`src/rtl/core_pipe_if.sv`:
```
`default_nettype none
// ============================================================================
//  Module      : core_pipe_if
//  Description : Instruction-in / result-out handshake bundle for core_pipe.
//                Optional flags output is present when CORE_PIPE_FLAGS_EN is
//                defined.
//  Revision    : 1.0 - initial release
// ============================================================================
interface core_pipe_if #(
    parameter int DATA_WIDTH = 8
);
    logic [31:0]           i_instr;
    logic                  i_valid;
    logic                  o_ready;
    logic [DATA_WIDTH-1:0] o_data1;
    logic                  o_valid1;
    logic                  i_ready1;
    logic                  o_err;
`ifdef CORE_PIPE_FLAGS_EN
    logic [1:0]            o_flags;
`endif

    // Instruction source / result sink side
    modport master (
        output i_instr, i_valid, i_ready1,
        input  o_ready, o_data1, o_valid1, o_err
`ifdef CORE_PIPE_FLAGS_EN
        , input o_flags
`endif
    );

    // Core side
    modport slave (
        input  i_instr, i_valid, i_ready1,
        output o_ready, o_data1, o_valid1, o_err
`ifdef CORE_PIPE_FLAGS_EN
        , output o_flags
`endif
    );
endinterface
`default_nettype wire

```
`src/rtl/core_pipe.sv`:
```
`default_nettype none
// ============================================================================
//  Module      : core_pipe
//  Description : Small in-order core. Instructions are buffered in a FIFO and
//                run through a DEC -> EXE -> OUT sequence against a register
//                file; each result is offered on a valid/ready output.
//                Optional macro CORE_PIPE_FLAGS_EN adds o_flags = {carry, zero}.
//  Revision    : 1.0 - initial release
// ============================================================================
module core_pipe #(
    parameter int DATA_WIDTH = 8,
    parameter int NREGS      = 32,
    parameter int FIFO_DEPTH = 4
) (
    input  wire logic  i_CLK,
    input  wire logic  i_RSTn,
    core_pipe_if.slave bus
);
    localparam int AW = (NREGS > 1) ? $clog2(NREGS) : 1;
    localparam int PW = (FIFO_DEPTH > 1) ? $clog2(FIFO_DEPTH) : 1;
    localparam logic [PW:0] FULL_COUNT = (PW+1)'(FIFO_DEPTH);

    localparam logic [3:0] OP_ADD = 4'd0;
    localparam logic [3:0] OP_SUB = 4'd1;
    localparam logic [3:0] OP_AND = 4'd2;
    localparam logic [3:0] OP_OR  = 4'd3;
    localparam logic [3:0] OP_XOR = 4'd4;
    localparam logic [3:0] OP_LDI = 4'd5;

    typedef enum logic [1:0] {
        IDLE = 2'd0,
        DEC  = 2'd1,
        EXE  = 2'd2,
        OUT  = 2'd3
    } state_t;

    // ---------------- instruction FIFO ----------------
    logic [31:0]   fifo_mem [FIFO_DEPTH];
    logic [PW-1:0] wr_ptr;
    logic [PW-1:0] rd_ptr;
    logic [PW:0]   count;
    logic          fifo_empty;
    logic          fifo_full;
    logic          push;
    logic          pop;
    logic [31:0]   head;

    // ---------------- core state ----------------
    state_t                state;
    logic [31:0]           instr;
    logic [DATA_WIDTH-1:0] op_a;
    logic [DATA_WIDTH-1:0] op_b;
    logic [DATA_WIDTH-1:0] regs [NREGS];
    logic [DATA_WIDTH-1:0] data_q;
    logic                  valid_q;
    logic                  err_q;

    // ---------------- decode / execute ----------------
    logic [3:0]            opcode;
    logic [AW-1:0]         rd_idx;
    logic [AW-1:0]         rs0_idx;
    logic [AW-1:0]         rs1_idx;
    logic [31:0]           imm_ext;
    logic [DATA_WIDTH-1:0] rs0_val;
    logic [DATA_WIDTH-1:0] rs1_val;
    logic [DATA_WIDTH:0]   alu_wide;
    logic [DATA_WIDTH-1:0] alu_result;
    logic                  alu_illegal;

    assign fifo_empty = (count == '0);
    assign fifo_full  = (count == FULL_COUNT);
    assign head       = fifo_mem[rd_ptr];
    assign push       = bus.i_valid && !fifo_full;

    // Pops happen only on the three transitions that load the next instruction.
    assign pop = !fifo_empty &&
                 ((state == IDLE) ||
                  (state == EXE && alu_illegal) ||
                  (state == OUT && bus.i_ready1));

    assign opcode  = instr[3:0];
    assign rd_idx  = instr[4 +: AW];
    assign rs0_idx = instr[9 +: AW];
    assign rs1_idx = instr[14 +: AW];
    assign imm_ext = {19'd0, instr[31:19]};

    // Register 0 is hardwired to zero on read.
    assign rs0_val = (rs0_idx == '0) ? '0 : regs[rs0_idx];
    assign rs1_val = (rs1_idx == '0) ? '0 : regs[rs1_idx];

    assign alu_result = alu_wide[DATA_WIDTH-1:0];

    // Register-index bits above log2(NREGS) and immediate bits above the
    // datapath width are intentionally ignored.
    logic unused_bits;
`ifdef CORE_PIPE_FLAGS_EN
    assign unused_bits = ^{instr, imm_ext};
`else
    assign unused_bits = ^{instr, imm_ext, alu_wide[DATA_WIDTH]};
`endif

    assign bus.o_ready  = !fifo_full;
    assign bus.o_data1  = data_q;
    assign bus.o_valid1 = valid_q;
    assign bus.o_err    = err_q;

    // ALU: extra top bit carries the ADD carry-out / SUB borrow.
    always_comb begin
        alu_wide    = '0;
        alu_illegal = 1'b0;
        case (opcode)
            OP_ADD:  alu_wide = {1'b0, op_a} + {1'b0, op_b};
            OP_SUB:  alu_wide = {1'b0, op_a} - {1'b0, op_b};
            OP_AND:  alu_wide = {1'b0, op_a & op_b};
            OP_OR:   alu_wide = {1'b0, op_a | op_b};
            OP_XOR:  alu_wide = {1'b0, op_a ^ op_b};
            OP_LDI:  alu_wide = {1'b0, imm_ext[DATA_WIDTH-1:0]};
            default: alu_illegal = 1'b1;
        endcase
    end

    // Instruction buffer storage, pointers and occupancy.
    always_ff @(posedge i_CLK or negedge i_RSTn) begin
        if (!i_RSTn) begin
            wr_ptr <= '0;
            rd_ptr <= '0;
            count  <= '0;
            for (int i = 0; i < FIFO_DEPTH; i++) fifo_mem[i] <= '0;
        end else begin
            if (push) begin
                fifo_mem[wr_ptr] <= bus.i_instr;
                wr_ptr           <= wr_ptr + 1'b1;
            end
            if (pop) rd_ptr <= rd_ptr + 1'b1;
            case ({push, pop})
                2'b10:   count <= count + 1'b1;
                2'b01:   count <= count - 1'b1;
                default: count <= count;
            endcase
        end
    end

    // Sequencer: fetch, operand read, execute/writeback, output handshake.
    always_ff @(posedge i_CLK or negedge i_RSTn) begin
        if (!i_RSTn) begin
            state   <= IDLE;
            instr   <= '0;
            op_a    <= '0;
            op_b    <= '0;
            data_q  <= '0;
            valid_q <= 1'b0;
            err_q   <= 1'b0;
            for (int i = 0; i < NREGS; i++) regs[i] <= '0;
        end else begin
            err_q <= 1'b0;
            case (state)
                IDLE: begin
                    if (pop) begin
                        instr <= head;
                        state <= DEC;
                    end
                end
                DEC: begin
                    op_a  <= rs0_val;
                    op_b  <= rs1_val;
                    state <= EXE;
                end
                EXE: begin
                    if (alu_illegal) begin
                        err_q <= 1'b1;
                        if (pop) begin
                            instr <= head;
                            state <= DEC;
                        end else begin
                            state <= IDLE;
                        end
                    end else begin
                        data_q  <= alu_result;
                        valid_q <= 1'b1;
                        if (rd_idx != '0) regs[rd_idx] <= alu_result;
                        state <= OUT;
                    end
                end
                OUT: begin
                    if (bus.i_ready1) begin
                        valid_q <= 1'b0;
                        if (pop) begin
                            instr <= head;
                            state <= DEC;
                        end else begin
                            state <= IDLE;
                        end
                    end
                end
                default: state <= IDLE;
            endcase
        end
    end

`ifdef CORE_PIPE_FLAGS_EN
    logic [1:0] flags_q;
    assign bus.o_flags = flags_q;

    // Flags are captured alongside the result so they track o_valid1.
    always_ff @(posedge i_CLK or negedge i_RSTn) begin
        if (!i_RSTn) begin
            flags_q <= 2'b00;
        end else if (state == EXE && !alu_illegal) begin
            flags_q <= {alu_wide[DATA_WIDTH], (alu_result == '0)};
        end
    end
`endif

endmodule
`default_nettype wire

```
`src/flat_wrapper.sv`:
```
// flat-port wrapper written by rule: the top's interface ports become plain ports
module core_pipe_flat 
#(
    parameter int DATA_WIDTH = 8,
    parameter int NREGS      = 32,
    parameter int FIFO_DEPTH = 4
)
  (i_CLK, i_RSTn, bus_i_instr, bus_i_valid, bus_i_ready1, bus_o_ready, bus_o_data1, bus_o_valid1, bus_o_err);
  core_pipe_if #(.DATA_WIDTH(DATA_WIDTH)) bus_i ();
  input  wire logic i_CLK;
  input  wire logic i_RSTn;
  input wire logic [$bits(bus_i.i_instr)-1:0] bus_i_instr;
  input wire logic [$bits(bus_i.i_valid)-1:0] bus_i_valid;
  input wire logic [$bits(bus_i.i_ready1)-1:0] bus_i_ready1;
  output wire logic [$bits(bus_i.o_ready)-1:0] bus_o_ready;
  output wire logic [$bits(bus_i.o_data1)-1:0] bus_o_data1;
  output wire logic [$bits(bus_i.o_valid1)-1:0] bus_o_valid1;
  output wire logic [$bits(bus_i.o_err)-1:0] bus_o_err;
  assign bus_i.i_instr = bus_i_instr;
  assign bus_i.i_valid = bus_i_valid;
  assign bus_i.i_ready1 = bus_i_ready1;
  assign bus_o_ready = bus_i.o_ready;
  assign bus_o_data1 = bus_i.o_data1;
  assign bus_o_valid1 = bus_i.o_valid1;
  assign bus_o_err = bus_i.o_err;
  core_pipe #(.DATA_WIDTH(DATA_WIDTH), .NREGS(NREGS), .FIFO_DEPTH(FIFO_DEPTH)) u_core (.i_CLK(i_CLK), .i_RSTn(i_RSTn), .bus(bus_i));
endmodule
```
`config.mk`:
```
export PLATFORM = sky130hd
export DESIGN_NAME = core_pipe_flat
export DESIGN_NICKNAME = d
export VERILOG_FILES = /design/src/rtl/core_pipe_if.sv /design/src/rtl/core_pipe.sv /design/src/flat_wrapper.sv
export SDC_FILE = /design/constraint.sdc
export NUM_CORES = 1
export LEC_CHECK = 0
export CELL_PAD_IN_SITES_DETAIL_PLACEMENT = 1
export CELL_PAD_IN_SITES_GLOBAL_PLACEMENT = 2
export CORE_MARGIN = 8
export CORE_UTILIZATION = 44
export CTS_BUF_LIST = sky130_fd_sc_hd__clkbuf_4 sky130_fd_sc_hd__clkbuf_8 sky130_fd_sc_hd__clkbuf_16
export DETAILED_ROUTE_END_ITERATION = 16
export GPL_TIMING_DRIVEN = 0
export PLACE_DENSITY = 0.92
export SYNTH_ARGS = -nofsm -noshare
export SYNTH_HDL_FRONTEND = slang
export SYNTH_SLANG_ARGS = --single-unit
```
`constraint.sdc`:
```
create_clock -name i_CLK -period 3.65 [get_ports i_CLK]
set_clock_uncertainty 0.1 [all_clocks]
set_input_delay 0.365 -clock i_CLK [delete_from_list [all_inputs] [get_ports i_CLK]]
set_output_delay 0.365 -clock i_CLK [all_outputs]
set_load 0.02 [all_outputs]
```
== Yosys cells after proc, flatten, opt, wreduce, memory -nomap -nowiden ==
Cells that the tools add are included.
Word-level totals
  register bits after elaboration: 451
  bits of input ports: 36
  logic and storage cells: 140
Cells by class
  add/sub/neg operators: 6
  order comparisons: 7
  eq/ne operators: 15
  muxes and demuxes: 33
  bitwise logic cells: 8
  reduce and logical (&&, ||, !) cells: 25
Operators with widths (count)
  bitwise mux 256 bit: 1
  two-way mux 32 bit: 6
  bitwise mux 128 bit: 1
  one-hot mux 32 bit (3 select lines): 1
  binary-select mux 8 bit (select 5 bit): 2
  binary-select mux 32 bit (select 2 bit): 1
  demux 32 bit (select 2 bit): 1
  two-way mux 8 bit: 7
  one-hot mux 8 bit (6 select lines): 1
  demux 8 bit (select 5 bit): 1
  greater-or-equal comparator 6 bit (second input constant): 3
  inverter 5 -> 6 bit: 3
  logical NOT 5 bit: 2
  AND reduction 3 bit: 3
  adder 8 bit: 1
  bitwise AND 8 bit: 1
  equality test 4 x 2 -> 1 bit (second input constant): 2
  equality test 4 x 3 -> 1 bit (second input constant): 2
  bitwise OR 8 bit: 1
  one-hot mux 2 bit (4 select lines): 1
  subtractor 8 bit: 1
  XOR 8 bit: 1
  equality test 2 bit (second input constant): 3
  greater-or-equal comparator 3 bit (second input constant): 2
  other kinds (26): 46

== Depth between registers and ports, before layout ==
Gate-level depths: netlist of the first run.
  word-level depth: 10
  depth in mapped cells: 11

== Worst setup path before layout of the first run ==
No wires, ideal clock.
  path kind: register to register
  from: register u_core.instr[1]
  to: register u_core.regs[36] in the netlist's numbering
  data arrival time: 2.821 ns
  slack: 0.594 ns
  cell stages (with the launch flop): 11
  path through: dfrtp_1 buf_2 nor4b_4 mux2_2 fa_1 nor2b_1 o21a_1 o21ai_0 a31oi_1 clkbuf_1 o21ai_0
On the way
  longest elaborated chain between the ends: 3
  elaborated cells between the ends (all ways): 10
RTL lines
  from (decl): line core_pipe.sv:50  | logic [31:0] instr;
  from (signal assigned): line core_pipe.sv:147  | instr <= '0;
  from (signal assigned): line core_pipe.sv:159  | instr <= head;
  from (signal assigned): line core_pipe.sv:172  | instr <= head;
  equality test 4 x 3 -> 1 bit, or another cell as far along: line core_pipe.sv:111  | case (opcode)
  one-hot mux 8 bit (6 select lines) / OR reduction 6 bit (equally long branches)
  bitwise mux 256 bit / AND reduction 3 bit (equally long branches)
  to (signal, indexed assignment): line core_pipe.sv:180  | if (rd_idx != '0) regs[rd_idx] <= alu_result;
  to (decl): line core_pipe.sv:53  | logic [DATA_WIDTH-1:0] regs [NREGS];
Several ways; a longest one is shown, not always the timed one.
A chain may end at the register's enable or synchronous reset.

== Worst setup path after layout of the first run ==
  from: register u_core.instr[1]
  to: register u_core.regs[42] in the netlist's numbering
Same word-level chain as after synthesis.

==> results_dict.tcl, run 1 <==
set metrics [dict create \
    r2r_cells 8 \
    syn_to_final_growth_pct 14.6 \
    crit_family "buffers and inverters" \
    use_met1_pct 33.7 \
    netlist_instances 1794 \
    synthTopCellsByCount "dfrtp_1, nor2_1, a21oi_1" \
    grt-ovfl-total 0 \
    cp.buffers_inverters 2 \
    multiInputGateArea_um2 10200 \
    grt_max_degree 113 \
    synth_seq_cells 426 \
    netlist_top_cells_area "dfrtp_1, mux4_2, mux2_2" \
    setup_violations 0 \
    cts.sinks 426 \
    synth_top_cell_by_area "dfrtp_1" \
    r2r_end "u_core.regs[42]$_DFFE_PN0P_" \
    yosysMostFrequentCell "dfrtp_1" \
    min_period_ns 3.51 \
    total_switching_power_w 0.0108 \
    netlist.area_leader.share_pct 49.4 \
    layout-drive-gt1-share_pct 25.1 \
    initial_core_util_pct 44.3 \
    avgRoutedWirePerCell_um 29.1 \
    tritoncts "yes" \
    die_x_um 237 \
    io_pins 47 \
    gr-max-usage-layer "met2" \
    drc 0 \
    finalHoldViolations 0 \
    slew_headroom_pct 17.2 \
    ys_seq_area_share_pct 49.4 \
    insertion_delay_ns 0.60 \
    via_per_inst 6.41 \
    syn_nets 1861 \
    cpMaxStageDelayCell "clkbuf_1" \
    ant_nets 0 \
    reg2reg_from "u_core.instr[1]$_DFFE_PN0P_" \
    die_h_um 237 \
    diodes 0 \
    regToRegSetupSlack_ns 0.14 \
    power_frac_seq_pct 32.1 \
    crit_cells 8 \
    rows 81 \
    p_comb_share_pct 47.8 \
    dr.pass1.iters 5 \
    endpoint "u_core.regs[42]$_DFFE_PN0P_" \
    place.gp.congestion 0.949 \
    swShare_pct 42.4 \
    cts-root-buf "clkbuf_16" \
    grt.total_usage_pct 26.5 \
    htree_levels 2 \
    crit_type "reg -> reg" \
    vias 16400 \
    fp.coreArea_um2 48600 \
    vdd_ir_drop_max_uv 644 \
    min-delay-path-class "in -> async" \
    syn_area_um2 21600 \
    globalRouteMet2Util_pct 42.9 \
    grt_setup_unrepaired "no" \
    synth-edff-count 0 \
    fmaxAchievable_ghz 0.285 \
    tightest_slew_ns 1.23 \
    maxCapViolCount 0 \
    clock_power_share_pct 20.1 \
    async_reset_ff_share_pct 100 \
    grtUsageMet3_pct 7.25 \
    yosys_warnings 0 \
    max_stage_delay_ns 0.55 \
    antenna_found_initial 1 \
    place_ws_ns -0.520 \
    fin_ws_ns 0.144 \
    drt-initial-drc-count 1468 \
    powerDensity_nw_per_um2 1030 \
    io_buffers 41 \
    period_share_pct 96.1 \
    hpwlAfterDp_um 53600 \
    power_leakage_nw 10.6 \
    grt_pass1_vias 17700 \
    critPathLaunch "u_core.instr[1]$_DFFE_PN0P_" \
    clkTransAtPathRegs_ns 0.06 \
    critPathLaunchType "flop" \
    setup_tns_ns 0 \
    synth.distinct_cells 66 \
    fin_nets 1961 \
    endpoint_kind "flop" \
    critical_path_required_ns 4.00 \
    yosys_most_used_dff "dfrtp_1" \
    grt_pass1_wl_um 113000 \
    fill_cells 5084 \
    cts_buffers 47 \
    wl_um 74300 \
    synth.avg_cell_area_um2 12.0 \
    clock_path_buffers 3 \
    slew_viol_final 0 \
    critPathMaxFanout 10 \
    crit_arrival_ns 3.86 \
    regArea_um2 10700 \
    cp_cell_sequence "buf_4 -> nor4b_4 -> mux2_2 -> fa_1 -> xnor2_1 -> a2bb2oi_2 -> clkbuf_1 -> o21ai_0" \
    outcome "finished, final reports clean" \
    internal_power_w 0.0147 \
    die_area_um2 56300 \
]
[layout by cell type (no fill, tap or decap), drive strengths merged, types with 12 or more instances in the layout]
master           n
buf             83
clkinv          14
nand3           13
ha              29
mux2           137
a22oi           16
nor2           171
dfrtp          426
xnor2           12
a31oi           52
mux2i           53
inv             29
a211oi          12
clkdlybuf4s50   40
a21oi          149
nor2b           12
mux4           145
o21ai          115
a22o            17
o22ai           12
o31ai           12
clkbuf         146
nand2          133
[worst reg2reg max path, stage by stage (launching register included)]
cell	delay, ns
dfrtp_1	0.46
buf_4	0.23
nor4b_4	0.35
mux2_2	0.40
fa_1	0.42
xnor2_1	0.16
a2bb2oi_2	0.51
clkbuf_1	0.56
o21ai_0	0.18
[stage by stage]
stage / std cells / power (W) / hold slack (ns) / utilization [%] / cell area [um^2]
after floorplan: 1794 / 0.0153 / -0.0306 / - / 21600
after global placement: 2457 / 0.0190 / 0.354 / 46.8 / 22800
after detailed placement: 2461 / 0.0196 / 0.203 / 47.0 / 22900
after CTS: 2552 / 0.0251 / 0.179 / 50.7 / 24700
after global routing: 2553 / 0.0265 / 0.213 / 50.8 / 24700
final: 2553 / 0.0254 / 0.182 / 50.8 / 24700
[sequential cells by signal (all words and copies together) (netlist names)]
signal and cells:
u_core.state 2, u_core.bus.o_err 1, u_core.rd_ptr 2, u_core.bus.o_valid1 1
u_core.op_b 8, u_core.bus.o_data1 8, u_core.op_a 8, u_core.instr 27
u_core.fifo_mem 108, u_core.wr_ptr 2, u_core.count 3, u_core.regs 256
[power groups by stage]
stage / registers [W] / clock network [W] / logic (W)
detailed placement: 0.00816 / 0 / 0.0114
global route: 0.00837 / 0.00531 / 0.0129
finish: 0.00818 / 0.00510 / 0.0122
CTS: 0.00811 / 0.00515 / 0.0119
floorplan: 0.00758 / 0 / 0.00773
global placement: 0.00798 / 0 / 0.0110
[repair_timing]
action / in CTS / in global routing
setup buffers: 4 / 1
hold endpoints to repair: 49 / 0
pin swaps: 3 / 1
gates resized for setup: 18 / 23
setup endpoints to repair: 208 / 137
hold buffers: 1 / 0
[worst min-delay path by stage]
stage                     cells after the start                           endpoint
after floorplan                               0  u_core.bus.o_data1[0]$_DFFE_PN0P_
after global placement                        1       u_core.regs[255]$_DFFE_PN0P_
after detailed placement                      1     u_core.fifo_mem[7]$_DFFE_PN0P_
after CTS                                     2     u_core.fifo_mem[7]$_DFFE_PN0P_
after global routing                          2     u_core.fifo_mem[7]$_DFFE_PN0P_
final                                         2        u_core.count[0]$_DFFE_PN0P_
[cell families after synthesis]
group / Yosys count / share of synthesized area (%)
AOI/OAI and AO/OA: 430 / 11.9
DFF: 426 / 49.4
xor gates and xnor gates: 15 / 0.609
muxes: 335 / 24.8
and+or+nand+nor: 375 / 7.67
adders and majority gates: 31 / 1.87
buffers and inverters: 182 / 3.72
[area by class of cell]
| class | count | share of cell area, % |
|---|---|---|
| timing repair buffer | 51 | 2.47 |
| multi-input combinational | 1186 | 41.2 |
| inverter | 27 | 0.410 |
| clock inverter | 22 | 1.05 |
| buffer | 155 | 2.96 |
| tap | 622 | 3.15 |
| clock buffer | 64 | 5.65 |
| sequential | 426 | 43.1 |
[metal layers]
layer	part of all wire, %	up-vias
met1	40	8641
li1	-	6841
met3	8.2	204
met5	0	-
met4	4.1	0
met2	48	687
Note: power is estimated with default switching activity, not from simulation.
==> inputs of run 2 (changes only) <==
--- a/config.mk
+++ b/config.mk
@@ -8,11 +8,12 @@
 export CELL_PAD_IN_SITES_DETAIL_PLACEMENT = 1
 export CELL_PAD_IN_SITES_GLOBAL_PLACEMENT = 2
 export CORE_MARGIN = 8
-export CORE_UTILIZATION = 44
-export CTS_BUF_LIST = sky130_fd_sc_hd__clkbuf_4 sky130_fd_sc_hd__clkbuf_8 sky130_fd_sc_hd__clkbuf_16
+export CORE_UTILIZATION = 45
+export CTS_BUF_LIST = sky130_fd_sc_hd__clkbuf_8
+export CTS_CLUSTER_DIAMETER = 100
 export DETAILED_ROUTE_END_ITERATION = 16
 export GPL_TIMING_DRIVEN = 0
-export PLACE_DENSITY = 0.92
+export PLACE_DENSITY = 0.94
 export SYNTH_ARGS = -nofsm -noshare
 export SYNTH_HDL_FRONTEND = slang
 export SYNTH_SLANG_ARGS = --single-unit
==> run 2 against run 1 <==
Against the previous run: global-route usage up 0.25 points; clock power is 5.5% lower; critical endpoint is now u_core.regs[121]$_DFFE_PN0P_; highest routed layer unchanged; largest cell class unchanged; final area about the same; die area decreased by 2.1%; register-to-register slack worse by 0.03 ns; total power shrank 0.83%; combinational power about the same; core utilization increased by 1.2 points.
==> results_dict.tcl, run 2 (synthesized netlist as in run 1, its figures left out) <==
set metrics [dict create \
    fin_ws_ns 0.114 \
    die_x_um 235 \
    layout_common_cells "dfrtp_1, nor2_1, a21oi_1" \
    crit_family "compound AO/OA/AOI/OAI gates" \
    place.detailed.instances 2454 \
    clock_power_share_pct 19.1 \
    tightest_slew_ns 1.28 \
    total_switching_power_w 0.0109 \
    period_share_pct 96.9 \
    avgRoutedWirePerCell_um 28.6 \
    max_stage_delay_ns 0.49 \
    place_ws_ns -0.674 \
    hpwlAfterDp_um 53800 \
    insertion_delay_ns 0.67 \
    endpoint_kind "flop" \
    min-delay-path-class "in -> async" \
    internal_power_w 0.0143 \
    die_h_um 235 \
    io_pins 47 \
    p_comb_share_pct 48.4 \
    wl_um 74300 \
    regMostFlops "u_core.regs" \
    slew_viol_final 0 \
    crit_top_cell "nor2_1" \
    cts.sinks 426 \
    largest_register_ffs 256 \
    finalInstanceArea_um2 24700 \
    powerDensity_nw_per_um2 1020 \
    critPathLaunch "u_core.instr[1]$_DFFE_PN0P_" \
    fin_nets 1991 \
    cp.buffers_inverters 2 \
    rows 80 \
    reg_top3 "u_core.regs x256, u_core.fifo_mem x108, u_core.instr x27" \
    layout-drive-gt1-share_pct 26.2 \
    clock_path_buffers 3 \
    swShare_pct 43.1 \
    drc 0 \
    syn_to_final_growth_pct 14.7 \
    vdd_ir_drop_max_uv 692 \
    fin_cells 2598 \
    fmaxAchievable_ghz 0.283 \
    cp_cell_sequence "buf_4 -> nor4b_4 -> mux2_2 -> fa_1 -> nor2_1 -> a31oi_1 -> nor2_1 -> o21bai_2 -> clkbuf_1 -> o21ai_0" \
    reg2reg_from "u_core.instr[1]$_DFFE_PN0P_" \
    fp.coreArea_um2 47500 \
    place.gp.congestion 0.962 \
    io_buffers 41 \
    finalHoldViolations 0 \
    clkTransAtPathRegs_ns 0.06 \
    slew_headroom_pct 14.3 \
    place_area_um2 22900 \
    htree_levels 3 \
    grt_pass1_wl_um 114000 \
    cts_buffers 75 \
    setup_violations 0 \
    hold-worst-slack_ns 0.120 \
    grt_pass1_vias 18000 \
    min_period_ns 3.54 \
    cpMaxStageDelayCell "fa_1" \
    tritoncts "yes" \
    power_leakage_nw 10.6 \
    drt-initial-drc-count 1544 \
    cts-root-buf "clkbuf_8" \
    via_per_inst 6.44 \
    grt.total_usage_pct 26.8 \
    outcome "finished, final reports clean" \
    ant_nets 0 \
    power_frac_seq_pct 32.5 \
    initial_core_util_pct 45.4 \
    vias 16700 \
    critPathLaunchType "flop" \
    critPathMaxFanout 10 \
    mostFrequentLayoutCell "dfrtp_1" \
    crit_type "reg -> reg" \
    grt_max_degree 121 \
    dr.pass1.iters 5 \
    grt-ovfl-total 0 \
    maxCapViolCount 0 \
    antenna_found_initial 0 \
    crit_arrival_ns 3.94 \
    critical_path_required_ns 4.06 \
    die_area_um2 55200 \
]
## run 2: changes by cell type in the layout (fill, tap and decap cells not counted), moves of 2 or more
cell	previous run	this run
inv_6	1	3
bufinv_16	5	3
clkbuf_1	67	65
clkbuf_8	9	100
clkinv_2	13	7
clkinv_8	0	2
clkbuf_16	49	0
inv_1	27	45
buf_4	10	15
clkbuf_4	9	2
## run 2: power groups by stage
stage / sequential, W / clock, W / combinational, W
floorplan: 0.00758 / 0 / 0.00773
CTS: 0.00812 / 0.00486 / 0.0118
detailed placement: 0.00817 / 0 / 0.0114
finish: 0.00820 / 0.00482 / 0.0122
global placement: 0.00797 / 0 / 0.0110
global route: 0.00839 / 0.00504 / 0.0129
## run 2: area by class of cell
cell class | count | area (um^2)
fillers | 4851 | 22800
flip-flops and latches | 426 | 10700
multi-input cells | 1186 | 10200
clock buffers | 100 | 1380
well taps | 615 | 769
plain buffers | 155 | 738
repair buffers | 53 | 626
clock inverters | 35 | 267
inverters | 27 | 101
diodes | 1 | 2.50
## run 2: path summary, 6_finish.rpt
| check | to | slack (ns) | cells after the start |
|---|---|---|---|
| worst max-delay path | u_core.regs[121]$_DFFE_PN0P_ | 0.11 | 10 |
| worst min-delay path | u_core.fifo_mem[12]$_DFFE_PN0P_ | 0.12 | 2 |
| worst max register to register | u_core.regs[121]$_DFFE_PN0P_ | 0.11 | 10 |
| worst min register to register | u_core.bus.o_data1[5]$_DFFE_PN0P_ | 0.38 | 2 |
| max in group asynchronous | u_core.regs[99]$_DFFE_PN0P_ | 1.60 | 5 |
| min in group i_CLK | u_core.fifo_mem[5]$_DFFE_PN0P_ | 0.29 | 2 |
## run 2: per-stage QoR
step | total power [W] | util, % | setup TNS [ns]
6_report | 0.0252 | 52.0 | 0
5_1_grt | 0.0263 | 52.0 | -0.00191
4_1_cts | 0.0248 | 51.8 | 0
3_5_place_dp | 0.0196 | 48.1 | -79.48
3_3_place_gp | 0.0190 | 47.8 | -6984.31
2_1_floorplan | 0.0153 | - | 0
## run 2: routing by layer
metal	up-vias	share of wire, %	global-route usage (%)
met5	-	0	0
met4	0	3.9	10.5
met3	213	9.1	8.15
met2	785	48	43.1
met1	8839	39	33.8
li1	6906	-	-
## run 2: worst register-to-register path: stages, from the launching register on
cell	delay [ns]
dfrtp_1	0.47
buf_4	0.24
nor4b_4	0.38
mux2_2	0.41
fa_1	0.49
nor2_1	0.04
a31oi_1	0.14
nor2_1	0.07
o21bai_2	0.42
clkbuf_1	0.42
o21ai_0	0.20
## run 2: repair_timing
action / in CTS / in global routing
endpoints found under the hold margin: 189 / 0
buffers inserted: 5 / 2
endpoints found under the setup margin: 220 / 166
pin swaps: 3 / 2
hold buffers: 1 / 0
resized for setup: 23 / 25
==> inputs of run 3 (changes only) <==
--- a/config.mk
+++ b/config.mk
@@ -5,6 +5,7 @@
 export SDC_FILE = /design/constraint.sdc
 export NUM_CORES = 1
 export LEC_CHECK = 0
+export CAP_MARGIN = 10
 export CELL_PAD_IN_SITES_DETAIL_PLACEMENT = 1
 export CELL_PAD_IN_SITES_GLOBAL_PLACEMENT = 2
 export CORE_MARGIN = 8
@@ -13,7 +14,7 @@
 export CTS_CLUSTER_DIAMETER = 100
 export DETAILED_ROUTE_END_ITERATION = 16
 export GPL_TIMING_DRIVEN = 0
-export PLACE_DENSITY = 0.94
+export PLACE_DENSITY = 0.92
 export SYNTH_ARGS = -nofsm -noshare
 export SYNTH_HDL_FRONTEND = slang
 export SYNTH_SLANG_ARGS = --single-unit
==> constraint.sdc (replaced) <==
create_clock -name i_CLK -period 3.65 [get_ports i_CLK]
set_clock_uncertainty 0.1 [all_clocks]
set_input_delay 0.365 -clock i_CLK [delete_from_list [all_inputs] [get_ports i_CLK]]
set_output_delay 0.365 -clock i_CLK [all_outputs]
set_load 0.05 [all_outputs]
==> run 3 against run 2 <==
Against the previous run: final area decreased by 0.79%; sequential power shrank 0.9%; worst setup slack got worse by 0.055 ns; via count shrank 2.0%.
==> results_dict.tcl, run 3 (synthesized netlist as in run 1, its figures left out) <==
set metrics [dict create \
    min_period_ns 3.59 \
    place.gp.congestion 0.977 \
    finalInstanceArea_um2 24500 \
    drt-initial-drc-count 1633 \
    min-delay-path-class "in -> async" \
    grt-ovfl-total 0 \
    mostFrequentLayoutCell "dfrtp_1" \
    grt_setup_unrepaired "no" \
    endpoint_kind "flop" \
    hpwlAfterDp_um 52900 \
    vias 16400 \
    syn_to_final_growth_pct 13.7 \
    power_leakage_nw 10.6 \
    dr_wl_met3_um 6600 \
    avgRoutedWirePerCell_um 28.1 \
    grt.total_usage_pct 26.4 \
    slew_viol_final 0 \
    die_x_um 235 \
    fin_nets 1987 \
    clock_path_buffers 3 \
    slew_headroom_pct 17.7 \
    finalHoldViolations 0 \
    htree_levels 3 \
    grt_pass1_wl_um 112000 \
    antenna_found_initial 3 \
    outcome "finished, final reports clean" \
    wl_um 72800 \
    layout-drive-gt1-share_pct 25.4 \
    regMostFlops "u_core.regs" \
    critPathMaxFanout 10 \
    via_per_inst 6.33 \
    critPathLaunchType "flop" \
    die_h_um 235 \
    initial_core_util_pct 45.4 \
    vdd_ir_drop_max_uv 602 \
    maxCapViolCount 0 \
    grt_pass1_vias 17600 \
    fmaxAchievable_ghz 0.278 \
    rows 80 \
    critical_path_required_ns 4.08 \
    clkTransAtPathRegs_ns 0.07 \
    place_area_um2 22800 \
    routed.top_layer "met5" \
    die_area_um2 55200 \
    cts-root-buf "clkbuf_8" \
    largest_register_ffs 256 \
    layout_common_cells "dfrtp_1, nor2_1, a21oi_1" \
    fp.coreArea_um2 47500 \
    setup_violations 0 \
    io_pins 47 \
    tightest_slew_ns 1.23 \
    dr.pass1.iters 6 \
    crit_type "reg -> reg" \
    crit_arrival_ns 4.02 \
    tritoncts "yes" \
    period_share_pct 98.4 \
    powerDensity_nw_per_um2 1010 \
    cts.sinks 426 \
    cts_buffers 75 \
    wirelength_met1_um 29000 \
    ant_nets 0 \
    insertion_delay_ns 0.68 \
    reg_top3 "u_core.regs x256, u_core.fifo_mem x108, u_core.instr x27" \
    wl_met2_um 34600 \
    drc 0 \
    hold-worst-slack_ns 0.176 \
    io_buffers 41 \
    grt_max_degree 126 \
]
==> run 3: final timing paths <==
path                                                    from                                end  slack, ns  cells past startpoint
min in group i_CLK                            bus_i_instr[5]    u_core.fifo_mem[69]$_DFFE_PN0P_       0.29                      2
min reg2reg                u_core.bus.o_data1[1]$_DFFE_PN0P_  u_core.bus.o_data1[1]$_DFFE_PN0P_       0.39                      2
min                                                   i_RSTn    u_core.fifo_mem[74]$_DFFE_PN0P_       0.18                      2
max reg2reg                     u_core.instr[15]$_DFFE_PN0P_         u_core.op_b[0]$_DFFE_PN0N_       0.06                      7
max in group asynchronous                             i_RSTn       u_core.regs[235]$_DFFE_PN0P_       2.15                      3
max                             u_core.instr[15]$_DFFE_PN0P_         u_core.op_b[0]$_DFFE_PN0N_       0.06                      7
==> run 3: worst max-delay path, cell delays in order (launching register included) <==
cell and delay [ns]:
dfrtp_1 0.32, buf_2 0.37, buf_2 0.50, clkbuf_1 0.88, mux4_2 0.45, mux2_2 0.30
a221oi_1 0.44, a21oi_1 0.08
==> run 3: stage by stage <==
stage | utilization, % | setup WS [ns] | setup TNS, ns | instances | total power, W
final | 51.6 | 0.0591 | 0 | 2595 | 0.0248
after global routing | 51.6 | 0.00533 | 0 | 2595 | 0.0260
after CTS | 51.5 | 0.00175 | 0 | 2594 | 0.0246
after detailed placement | 48.0 | -0.572 | -69.20 | 2453 | 0.0197
after global placement | 47.8 | -16.39 | -7014.56 | 2450 | 0.0191
after floorplan | - | 0.594 | 0 | 1794 | 0.0154
==> run 3: what timing repair did <==
action | CTS | global route
pin swaps | 3 | 1
hold endpoints to repair | 68 | 0
buffers inserted | 4 | 1
hold buffers | 1 | 0
setup endpoints to repair | 216 | 164
gates resized for setup | 17 | 15
==> run 3: final cells by class <==
class | count | area, um^2
inverter | 27 | 101
sequential | 426 | 10700
antenna | 1 | 2.50
clock buffer | 99 | 1360
tap | 615 | 769
buffer | 154 | 717
multi-input combinational | 1186 | 10200
fill | 4922 | 23000
timing repair buffer | 50 | 571
clock inverter | 37 | 165
==> run 3: layer usage <==
| metal | track usage, % | vias to the layer above |
|---|---|---|
| met5 | 0 | - |
| met4 | 10.3 | 4 |
| met3 | 8.39 | 201 |
| met2 | 41.9 | 692 |
| met1 | 33.4 | 8622 |
| li1 | - | 6895 |
==> run 3: where the power goes <==
group          switching (W)  internal, W
clock                0.00209      0.00243
sequential           0.00151      0.00662
combinational        0.00720      0.00496
total                 0.0108       0.0140
